`src/rtl/seq_mem_d1_2p_if.sv`:
```
// Port bundle for seq_mem_d1_2p: an independent read port, an independent
// write port, and the shared status flag.
interface seq_mem_d1_2p_if #(
  parameter int WIDTH    = 32,
  parameter int IDX_SIZE = 4
);
  logic [IDX_SIZE-1:0] raddr;
  logic                read_en;
  logic [WIDTH-1:0]    out;
  logic                read_done;
  logic [IDX_SIZE-1:0] waddr;
  logic [WIDTH-1:0]    in;
  logic [WIDTH/8-1:0]  write_mask;
  logic                write_en;
  logic                write_done;
  logic                error;

  modport master (
    output raddr, read_en, waddr, in, write_mask, write_en,
    input  out, read_done, write_done, error
  );

  modport slave (
    input  raddr, read_en, waddr, in, write_mask, write_en,
    output out, read_done, write_done, error
  );
endinterface

```
`src/rtl/seq_mem_d1_2p.sv`:
```
// Simple dual-port memory with byte-masked writes, a 1..4 cycle read pipeline
// and selectable same-address read-during-write behaviour.
module seq_mem_d1_2p #(
  parameter int WIDTH        = 32,
  parameter int SIZE         = 16,
  parameter int IDX_SIZE     = 4,
  parameter int READ_LATENCY = 1,
  parameter int RDW_MODE     = 0
) (
  input  logic           clk,
  input  logic           reset,
  seq_mem_d1_2p_if.slave bus
);
  localparam int                BYTES    = WIDTH / 8;
  localparam logic [IDX_SIZE:0] SIZE_LIM = (IDX_SIZE + 1)'(SIZE);

  generate
    if ((WIDTH % 8) != 0 || WIDTH < 8) begin : g_bad_width
      $error("seq_mem_d1_2p: WIDTH must be a positive multiple of 8");
    end
    if (READ_LATENCY < 1 || READ_LATENCY > 4) begin : g_bad_latency
      $error("seq_mem_d1_2p: READ_LATENCY must be in 1..4");
    end
    if (SIZE < 1 || SIZE > (2 ** IDX_SIZE)) begin : g_bad_size
      $error("seq_mem_d1_2p: SIZE must be in 1..2**IDX_SIZE");
    end
    if (RDW_MODE != 0 && RDW_MODE != 1) begin : g_bad_rdw
      $error("seq_mem_d1_2p: RDW_MODE must be 0 or 1");
    end
  endgenerate

  logic rd_in_bounds;
  logic wr_in_bounds;
  logic rd_fire;
  logic wr_fire;
  logic fwd_hit;

  assign rd_in_bounds = {1'b0, bus.raddr} < SIZE_LIM;
  assign wr_in_bounds = {1'b0, bus.waddr} < SIZE_LIM;
  assign rd_fire      = bus.read_en && rd_in_bounds;
  assign wr_fire      = bus.write_en && wr_in_bounds;
  assign fwd_hit      = (RDW_MODE == 1) && rd_fire && wr_fire && (bus.raddr == bus.waddr);

  // Storage: registered read, byte-enabled write, no reset so it maps onto block RAM.
  // Nonblocking update means a same-edge read naturally sees the old word.
  logic [WIDTH-1:0] mem [SIZE];
  logic [WIDTH-1:0] ram_rd_reg;

  always_ff @(posedge clk) begin
    if (wr_fire) begin
      for (int b = 0; b < BYTES; b++) begin
        if (bus.write_mask[b]) begin
          mem[bus.waddr][b*8 +: 8] <= bus.in[b*8 +: 8];
        end
      end
    end
    if (rd_fire) begin
      ram_rd_reg <= mem[bus.raddr];
    end
  end

  // Side-band captured alongside the RAM read: out-of-bounds squash and the
  // colliding write, merged after the RAM register instead of in front of it.
  logic              oob_reg;
  logic              fwd_reg;
  logic [WIDTH-1:0]  fwd_data_reg;
  logic [BYTES-1:0]  fwd_mask_reg;

  always_ff @(posedge clk) begin
    if (bus.read_en) begin
      oob_reg      <= !rd_in_bounds;
      fwd_reg      <= fwd_hit;
      fwd_data_reg <= bus.in;
      fwd_mask_reg <= bus.write_mask;
    end
  end

  logic [WIDTH-1:0] s0_data;

  generate
    for (genvar gi = 0; gi < BYTES; gi++) begin : g_merge
      assign s0_data[gi*8 +: 8] = oob_reg                          ? 8'h00 :
                                  (fwd_reg && fwd_mask_reg[gi])    ? fwd_data_reg[gi*8 +: 8] :
                                                                     ram_rd_reg[gi*8 +: 8];
    end
  endgenerate

  // Bit k marks a read sampled k edges ago; only these are cleared by reset.
  logic [READ_LATENCY-1:0] pipe_valid_reg;

  always_ff @(posedge clk or negedge reset) begin
    if (!reset) begin
      pipe_valid_reg <= '0;
    end else begin
      pipe_valid_reg[0] <= bus.read_en;
      for (int k = 1; k < READ_LATENCY; k++) begin
        pipe_valid_reg[k] <= pipe_valid_reg[k-1];
      end
    end
  end

  logic [WIDTH-1:0] tail_data;

  generate
    if (READ_LATENCY == 1) begin : g_direct
      assign tail_data = s0_data;
    end else begin : g_stages
      logic [WIDTH-1:0] stage_data_reg [1:READ_LATENCY-1];

      always_ff @(posedge clk) begin
        if (pipe_valid_reg[0]) begin
          stage_data_reg[1] <= s0_data;
        end
        for (int k = 2; k < READ_LATENCY; k++) begin
          if (pipe_valid_reg[k-1]) begin
            stage_data_reg[k] <= stage_data_reg[k-1];
          end
        end
      end

      assign tail_data = stage_data_reg[READ_LATENCY-1];
    end
  endgenerate

  logic [WIDTH-1:0] out_reg;
  logic             read_done_reg;
  logic             write_done_reg;
  logic             error_reg;

  always_ff @(posedge clk or negedge reset) begin
    if (!reset) begin
      out_reg        <= '0;
      read_done_reg  <= 1'b0;
      write_done_reg <= 1'b0;
      error_reg      <= 1'b0;
    end else begin
      read_done_reg  <= pipe_valid_reg[READ_LATENCY-1];
      write_done_reg <= bus.write_en;
      if (pipe_valid_reg[READ_LATENCY-1]) begin
        out_reg <= tail_data;
      end
      if ((bus.read_en && !rd_in_bounds) || (bus.write_en && !wr_in_bounds)) begin
        error_reg <= 1'b1;
      end
    end
  end

  assign bus.out        = out_reg;
  assign bus.read_done  = read_done_reg;
  assign bus.write_done = write_done_reg;
  assign bus.error      = error_reg;
endmodule

```
`src/flat_wrapper.sv`:
```
// flat-port wrapper written by rule: the top's interface ports become plain ports
module seq_mem_d1_2p_flat 
#(
  parameter int WIDTH        = 32,
  parameter int SIZE         = 16,
  parameter int IDX_SIZE     = 4,
  parameter int READ_LATENCY = 1,
  parameter int RDW_MODE     = 0
)
  (clk, reset, bus_raddr, bus_read_en, bus_waddr, bus_in, bus_write_mask, bus_write_en, bus_out, bus_read_done, bus_write_done, bus_error);
  seq_mem_d1_2p_if #(.WIDTH(WIDTH), .IDX_SIZE(IDX_SIZE)) bus_i ();
  input  logic clk;
  input  logic reset;
  input wire logic [$bits(bus_i.raddr)-1:0] bus_raddr;
  input wire logic [$bits(bus_i.read_en)-1:0] bus_read_en;
  input wire logic [$bits(bus_i.waddr)-1:0] bus_waddr;
  input wire logic [$bits(bus_i.in)-1:0] bus_in;
  input wire logic [$bits(bus_i.write_mask)-1:0] bus_write_mask;
  input wire logic [$bits(bus_i.write_en)-1:0] bus_write_en;
  output wire logic [$bits(bus_i.out)-1:0] bus_out;
  output wire logic [$bits(bus_i.read_done)-1:0] bus_read_done;
  output wire logic [$bits(bus_i.write_done)-1:0] bus_write_done;
  output wire logic [$bits(bus_i.error)-1:0] bus_error;
  assign bus_i.raddr = bus_raddr;
  assign bus_i.read_en = bus_read_en;
  assign bus_i.waddr = bus_waddr;
  assign bus_i.in = bus_in;
  assign bus_i.write_mask = bus_write_mask;
  assign bus_i.write_en = bus_write_en;
  assign bus_out = bus_i.out;
  assign bus_read_done = bus_i.read_done;
  assign bus_write_done = bus_i.write_done;
  assign bus_error = bus_i.error;
  seq_mem_d1_2p #(.WIDTH(WIDTH), .SIZE(SIZE), .IDX_SIZE(IDX_SIZE), .READ_LATENCY(READ_LATENCY), .RDW_MODE(RDW_MODE)) u_core (.clk(clk), .reset(reset), .bus(bus_i));
endmodule
```
`config.mk`:
```
export PLATFORM = sky130hd
export DESIGN_NAME = seq_mem_d1_2p_flat
export DESIGN_NICKNAME = d
export VERILOG_FILES = /design/src/rtl/seq_mem_d1_2p_if.sv /design/src/rtl/seq_mem_d1_2p.sv /design/src/flat_wrapper.sv
export SDC_FILE = /design/constraint.sdc
export NUM_CORES = 1
export LEC_CHECK = 0
export CAP_MARGIN = 40
export CORE_ASPECT_RATIO = 1.4
export CORE_UTILIZATION = 49
export CTS_BUF_LIST = sky130_fd_sc_hd__clkbuf_8
export DETAILED_ROUTE_END_ITERATION = 10
export PLACE_DENSITY = 0.63
export SYNTH_ARGS = -nofsm -noshare
export SYNTH_HDL_FRONTEND = slang
export SYNTH_SLANG_ARGS = --single-unit
export TNS_END_PERCENT = 1
```
`constraint.sdc`:
```
create_clock -name clk -period 3.1 [get_ports clk]
set_clock_uncertainty 0.2 [all_clocks]
set_input_delay 0.62 -clock clk [delete_from_list [all_inputs] [get_ports clk]]
set_output_delay 0.62 -clock clk [all_outputs]
set_load 0.005 [all_outputs]
```
==> results of run 1 <==
## what timing repair did
| item | in CTS | in global routing |
|---|---|---|
| hold endpoints to repair | 25 | 0 |
| hold buffers | 1 | 0 |
| buffers inserted | 0 | 0 |
## cells by family after synthesis
| group | share of synthesized area, % |
|---|---|
| flip-flops | 79.4 |
| other | 0.0173 |
| AO/OA/AOI/OAI | 2.22 |
| AND/OR/NAND/NOR | 2.31 |
| buffers and inverters | 1.12 |
| multiplexers | 15.0 |
## metrics by stage
step                std cells  power (uW)  utilization [%]  hold slack [ns]  instance area [sq um]
finish                   1791       14900             58.0           0.0922                  25100
global route             1791       15500             58.0           0.0584                  25100
CTS                      1790       15100             58.0           0.0410                  25100
detailed placement       1648        9880             54.7            0.266                  23700
global placement         1645        9850             54.6            0.258                  23700
floorplan                 982        9390                -            0.124                  21700
## final cells by class
class / count / share of cell area (%)
multi-input cells: 351 / 16.8
flip-flops and latches: 579 / 68.5
clock buffers: 86 / 4.71
repair buffers: 167 / 6.33
clock inverters: 55 / 0.881
diodes: 1 / 0.00996
well taps: 552 / 2.75
## layer usage
layer  share of wire, %  GRT usage (%)
met5                  0              0
met4                2.3           7.14
met3                5.2           4.23
met2                 54           35.6
met1                 38           23.5
## worst min-delay path by stage
stage	start	depth (start not counted)	slack, ns	end
2_1_floorplan	reset	0	0.12	u_core.bus.out[0]
3_3_place_gp	u_core.ram_rd_reg[7]	1	0.26	u_core.bus.out[7]
3_5_place_dp	u_core.ram_rd_reg[15]	1	0.27	u_core.bus.out[15]
4_1_cts	bus_read_en	1	0.04	u_core.pipe_valid_reg
5_1_grt	bus_read_en	1	0.06	u_core.pipe_valid_reg
6_report	bus_read_en	1	0.09	u_core.pipe_valid_reg
## power groups by stage
stage | clock, uW | combinational (uW) | sequential, uW
after floorplan | 0 | 437 | 8950
after global placement | 0 | 872 | 8980
after detailed placement | 0 | 902 | 8980
after CTS | 5370 | 905 | 8820
after global routing | 5690 | 954 | 8830
final | 5220 | 887 | 8810
## cell usage in the layout, fill, tap and decap left out
cell             count
nor2_2               1
buf_8                2
dfrtp_1             34
inv_6                2
clkbuf_8            87
nor2b_2              2
dlygate4sd3_1        1
mux4_2             128
inv_1               38
buf_4               74
clkinv_1            11
edfxtp_1           544
mux2_2              32
clkdlybuf4s50_1     77
nor2_1              66
a22oi_1             64
nand2_1             45
nor2b_1              4
clkinv_2             4
buf_2                2
nand4_1              1
dfrtp_2              1
buf_12              10
and2_1               1
nand3_1              6
conb_1               1
diode_2              1
==> impl_metrics.env, run 1 <==
export IMPL_fillers=3186
export IMPL_cts_tree="done"
export IMPL_syn_to_final_growth_pct=15.9
export IMPL_ys_types=16
export IMPL_synth_seq_cells=579
export IMPL_critical_path_required_ns=2.28
export IMPL_netlist_area_sq_um=21700
export IMPL_synth_edf_count=544
export IMPL_dieArea_sq_um=45100
export IMPL_hold_violations=0
export IMPL_fin_crit_sh_pct=78.0
export IMPL_ir_drop_uv=311
export IMPL_finalSetupViolCount=0
export IMPL_vias_per_cell=5.65
export IMPL_crit_path_top_delay_cell="clkdlybuf4s50_1"
export IMPL_rsz0062_at_grt="no"
export IMPL_seq_area_sq_um=17200
export IMPL_synth_top_cells_by_count="edfxtp_1 (544), mux4_2 (128), nor2_1 (67), a22oi_1 (64), nand2_1 (45)"
export IMPL_core_area_sq_um=43400
export IMPL_switchingPower_uw=3190
export IMPL_violations="DRC"
export IMPL_antenna_found_initial=1
export IMPL_postSynthCellCount=982
export IMPL_yosys_warnings=0
export IMPL_fin_crit_ns=2.42
export IMPL_max_cap_violations=0
export IMPL_r2r_start="u_core.mem[11][27]"
export IMPL_grt_use_total_pct=19.8
export IMPL_drt_iter0_markers=869
export IMPL_multi_input_area_sq_um=4240
export IMPL_hold_class="input port to flip-flop"
export IMPL_portBuffers=81
export IMPL_crit_path_cell_trace="clkdlybuf4s50_1"
export IMPL_max_slew_margin_rel_pct=47.1
export IMPL_die_height_um=251
export IMPL_leakagePower_uw=0.00836
export IMPL_final_nets=1228
export IMPL_drc_errors=2
export IMPL_cts_buffers=81
export IMPL_drtPass1Iterations=8
export IMPL_place_congestion=0.726
export IMPL_post_place_ws_ns=0.369
export IMPL_endpoint="bus_out[8]"
export IMPL_first_global_vias=11000
export IMPL_async_reset_ff_share_pct=6.04
export IMPL_synth_top_flop_cell="edfxtp_1"
export IMPL_clkLatencyLatePin_ns=0.63
export IMPL_die_w_um=180
export IMPL_max_stage_delay_ns=0.54
export IMPL_largest_reg_flops=512
export IMPL_std_cell_rows=90
export IMPL_critPathMaxFanout=2
export IMPL_root_buffer="clkbuf_8"
export IMPL_drive_above_1_share_pct=27.9
export IMPL_ctsHtreeMaxLevel=3
export IMPL_status="finished with violations"
export IMPL_grt_start_max_net_pins=33
export IMPL_intPower_uw=11700
export IMPL_drv_slew=0
export IMPL_synth_top_cell_by_area="edfxtp_1"
export IMPL_end_kind="output pin"
export IMPL_worst_r2r_path_depth=3
export IMPL_cp_startpoint="u_core.bus.out[8]"
export IMPL_yosysMostFrequentCell="edfxtp_1"
export IMPL_power_share_combinational_pct=5.9
export IMPL_tightest_slew_ns=0.794
export IMPL_seq_power_share_pct=59.1
export IMPL_fin_ws_ns=0.683
export IMPL_hpwl_um=28600
export IMPL_cts_resized=0
export IMPL_grt_first_pass_wirelength_um=65600
export IMPL_synth_avg_cell_area_sq_um=22.1
export IMPL_vias=10100
export IMPL_tns_ns=0
export IMPL_post_drt_wl_per_cell_um=24.1
export IMPL_fmax_ghz=0.414
export IMPL_cp_start_kind="flip-flop"
export IMPL_ant_nets=0
export IMPL_crit_arrival_ns=1.60
export IMPL_syn_nets=1030
export IMPL_cts_buffer_depth=3
export IMPL_switching_share_pct=21.4
export IMPL_crit_family="buffers and inverters"
export IMPL_wirelength_um=43100
export IMPL_synth_area_leaders="edfxtp_1 (75%), mux4_2 (13%), dfrtp_1 (4.0%)"
export IMPL_synth_top_cell_area_share_pct=75.3
export IMPL_timing_critical_path_depth=1
export IMPL_power_density_nw_per_um2=594
export IMPL_path_buf_inv=1
export IMPL_r2r_slack_ns=1.41
export IMPL_io_pin_count=83
export IMPL_yosysSeqAreaShare_pct=79.4
export IMPL_rr_endpoint="u_core.ram_rd_reg[27]"
export IMPL_cts_sinks=579
export IMPL_clkSlewWorstSetupHoldPaths_ns=0.06
export IMPL_clockPowerShare_pct=35.0
export IMPL_initial_core_util_pct=50.0
export IMPL_critPathKind="flip-flop to output pin"
export IMPL_grt_overflow=0
Note: power is estimated with default switching activity, not from simulation.
==> inputs of run 2 (changes only) <==
==> constraint.sdc (replaced) <==
create_clock -name clk -period 2.4 [get_ports clk]
set_clock_uncertainty 0.2 [all_clocks]
set_input_delay 0.48 -clock clk [delete_from_list [all_inputs] [get_ports clk]]
set_output_delay 0.48 -clock clk [all_outputs]
set_load 0.005 [all_outputs]
==> run 2 against run 1 <==
The flow still finishes with violations (DRC); first-iteration DRC count shrank 25%; final area grew 1.8%; sequential power grew 29%; register-to-register slack lost 0.72 ns; clock-buffer cell count grew 5; combinational power grew 36%; final cell count grew 2.6%.
==> impl_metrics.env, run 2 (same netlist as run 1, synthesis figures left out) <==
export IMPL_ctsHtreeMaxLevel=3
export IMPL_grt_start_max_net_pins=34
export IMPL_crit_path_cell_trace="clkdlybuf4s50_1"
export IMPL_path_buf_inv=1
export IMPL_root_buffer="clkbuf_8"
export IMPL_final_nets=1264
export IMPL_hold_violations=0
export IMPL_fillers=3143
export IMPL_max_slew_margin_rel_pct=56.2
export IMPL_fmax_ghz=0.442
export IMPL_io_pin_count=83
export IMPL_final_cell_mix="edfxtp_1 (544), mux4_2 (128), buf_4 (101)"
export IMPL_seq_area_sq_um=17200
export IMPL_postCtsHoldBufs=2
export IMPL_place_congestion=0.760
export IMPL_std_cell_rows=90
export IMPL_multi_input_area_sq_um=4240
export IMPL_violations="DRC"
export IMPL_tns_ns=0
export IMPL_r2r_start="u_core.mem[3][20]"
export IMPL_critPathMaxFanout=2
export IMPL_grt_use_total_pct=20.0
export IMPL_wirelength_um=43100
export IMPL_hpwl_um=28300
export IMPL_rsz0062_at_grt="no"
export IMPL_drv_slew=0
export IMPL_grt_overflow=0
export IMPL_status="finished with violations"
export IMPL_vias_per_cell=5.55
export IMPL_cts_buffer_depth=3
export IMPL_final_common_cell="edfxtp_1"
export IMPL_end_kind="output pin"
export IMPL_cts_tree="done"
export IMPL_crit_path_top_delay_cell="clkdlybuf4s50_1"
export IMPL_drtPass1Iterations=8
export IMPL_max_cap_violations=0
export IMPL_post_drt_wl_per_cell_um=23.5
export IMPL_crit_family="buffers and inverters"
export IMPL_hold_worst_slack_ns=0.0502
export IMPL_cts_buffers=84
export IMPL_critPathKind="flip-flop to output pin"
export IMPL_clkSlewWorstSetupHoldPaths_ns=0.06
export IMPL_finalSetupViolCount=0
export IMPL_r2r_slack_ns=0.69
export IMPL_cp_startpoint="u_core.bus.out[7]"
export IMPL_initial_core_util_pct=50.0
export IMPL_crit_arrival_ns=1.58
export IMPL_dieArea_sq_um=45100
export IMPL_ir_drop_uv=352
export IMPL_drt_iter0_markers=649
export IMPL_cts_resized=0
export IMPL_vias=10200
export IMPL_max_stage_delay_ns=0.54
export IMPL_largest_reg_flops=512
export IMPL_tightest_slew_ns=0.656
export IMPL_first_global_vias=11100
export IMPL_cts_setup_buffers=0
export IMPL_grt_first_pass_wirelength_um=66100
export IMPL_worst_r2r_path_depth=3
export IMPL_fin_crit_ns=2.26
export IMPL_stdcell_area_sq_um=25600
export IMPL_fin_crit_sh_pct=94.2
export IMPL_cp_start_kind="flip-flop"
export IMPL_cts_sinks=579
export IMPL_drc_errors=2
export IMPL_place_area_sq_um=24000
export IMPL_ant_nets=0
export IMPL_clkLatencyLatePin_ns=0.65
export IMPL_endpoint="bus_out[7]"
export IMPL_drive_above_1_share_pct=30.2
export IMPL_antenna_found_initial=1
export IMPL_power_uw=19700
export IMPL_timing_critical_path_depth=1
export IMPL_rr_endpoint="u_core.ram_rd_reg[20]"
export IMPL_portBuffers=81
export IMPL_power_density_nw_per_um2=770
export IMPL_die_height_um=251
export IMPL_leakagePower_uw=0.00859
export IMPL_hold_class="input port to async pin"
export IMPL_syn_to_final_growth_pct=18.1
export IMPL_critical_path_required_ns=1.72
export IMPL_core_area_sq_um=43400
export IMPL_die_w_um=180
[run 2: cell types whose count changed in the layout (fill, tap and decap cells not counted)]
cell	delta
buf_4	+27
buf_12	+7
clkinv_1	+7
clkbuf_8	+5
inv_1	-5
clkinvlp_4	+3
buf_8	-2
clkinv_2	+2
bufinv_16	+1
dlygate4sd3_1	+1
[run 2: metal layers]
layer  global-route usage (%)  wire [um]  vias to the layer above
li1                         -          -                     4546
met1                     22.9      15900                     5306
met2                     37.1      24100                      279
met3                     3.78       2170                       70
met4                     7.27       1020                        0
met5                        0          0                        -
[run 2: worst min path at each step]
stage,end,startpoint,cells past startpoint
detailed placement,u_core.bus.out[29],reset,1
global route,u_core.bus.out[27],reset,2
floorplan,u_core.bus.out[0],reset,0
CTS,u_core.bus.write_done,reset,2
global placement,u_core.bus.out[27],reset,1
finish,u_core.bus.out[29],reset,2
[run 2: per-stage QoR]
stage	util, %	worst slack (ns)	instances
2_1_floorplan	-	0.287	982
3_3_place_gp	55.4	-0.136	1680
3_5_place_dp	55.4	-0.132	1680
4_1_cts	59.0	0.0932	1836
5_1_grt	59.0	0.0768	1837
6_report	59.0	0.140	1837
[run 2: worst register-to-register path: stages (launching register included)]
cell and delay [ns]:
edfxtp_1 0.36, mux4_2 0.48, a22oi_1 0.32, nand2_1 0.09
[run 2: layout make-up]
type | instances | area share, %
timing repair buffer | 200 | 7.47
antenna | 1 | 0.00978
clock inverter | 63 | 1.14
sequential | 579 | 67.2
tap | 552 | 2.70
clock buffer | 91 | 4.89
multi-input combinational | 351 | 16.5
[run 2: power by group]
part	switching, uW	internal, uW
Sequential	86.2	11300
Combinational	591	615
Clock	3530	3610
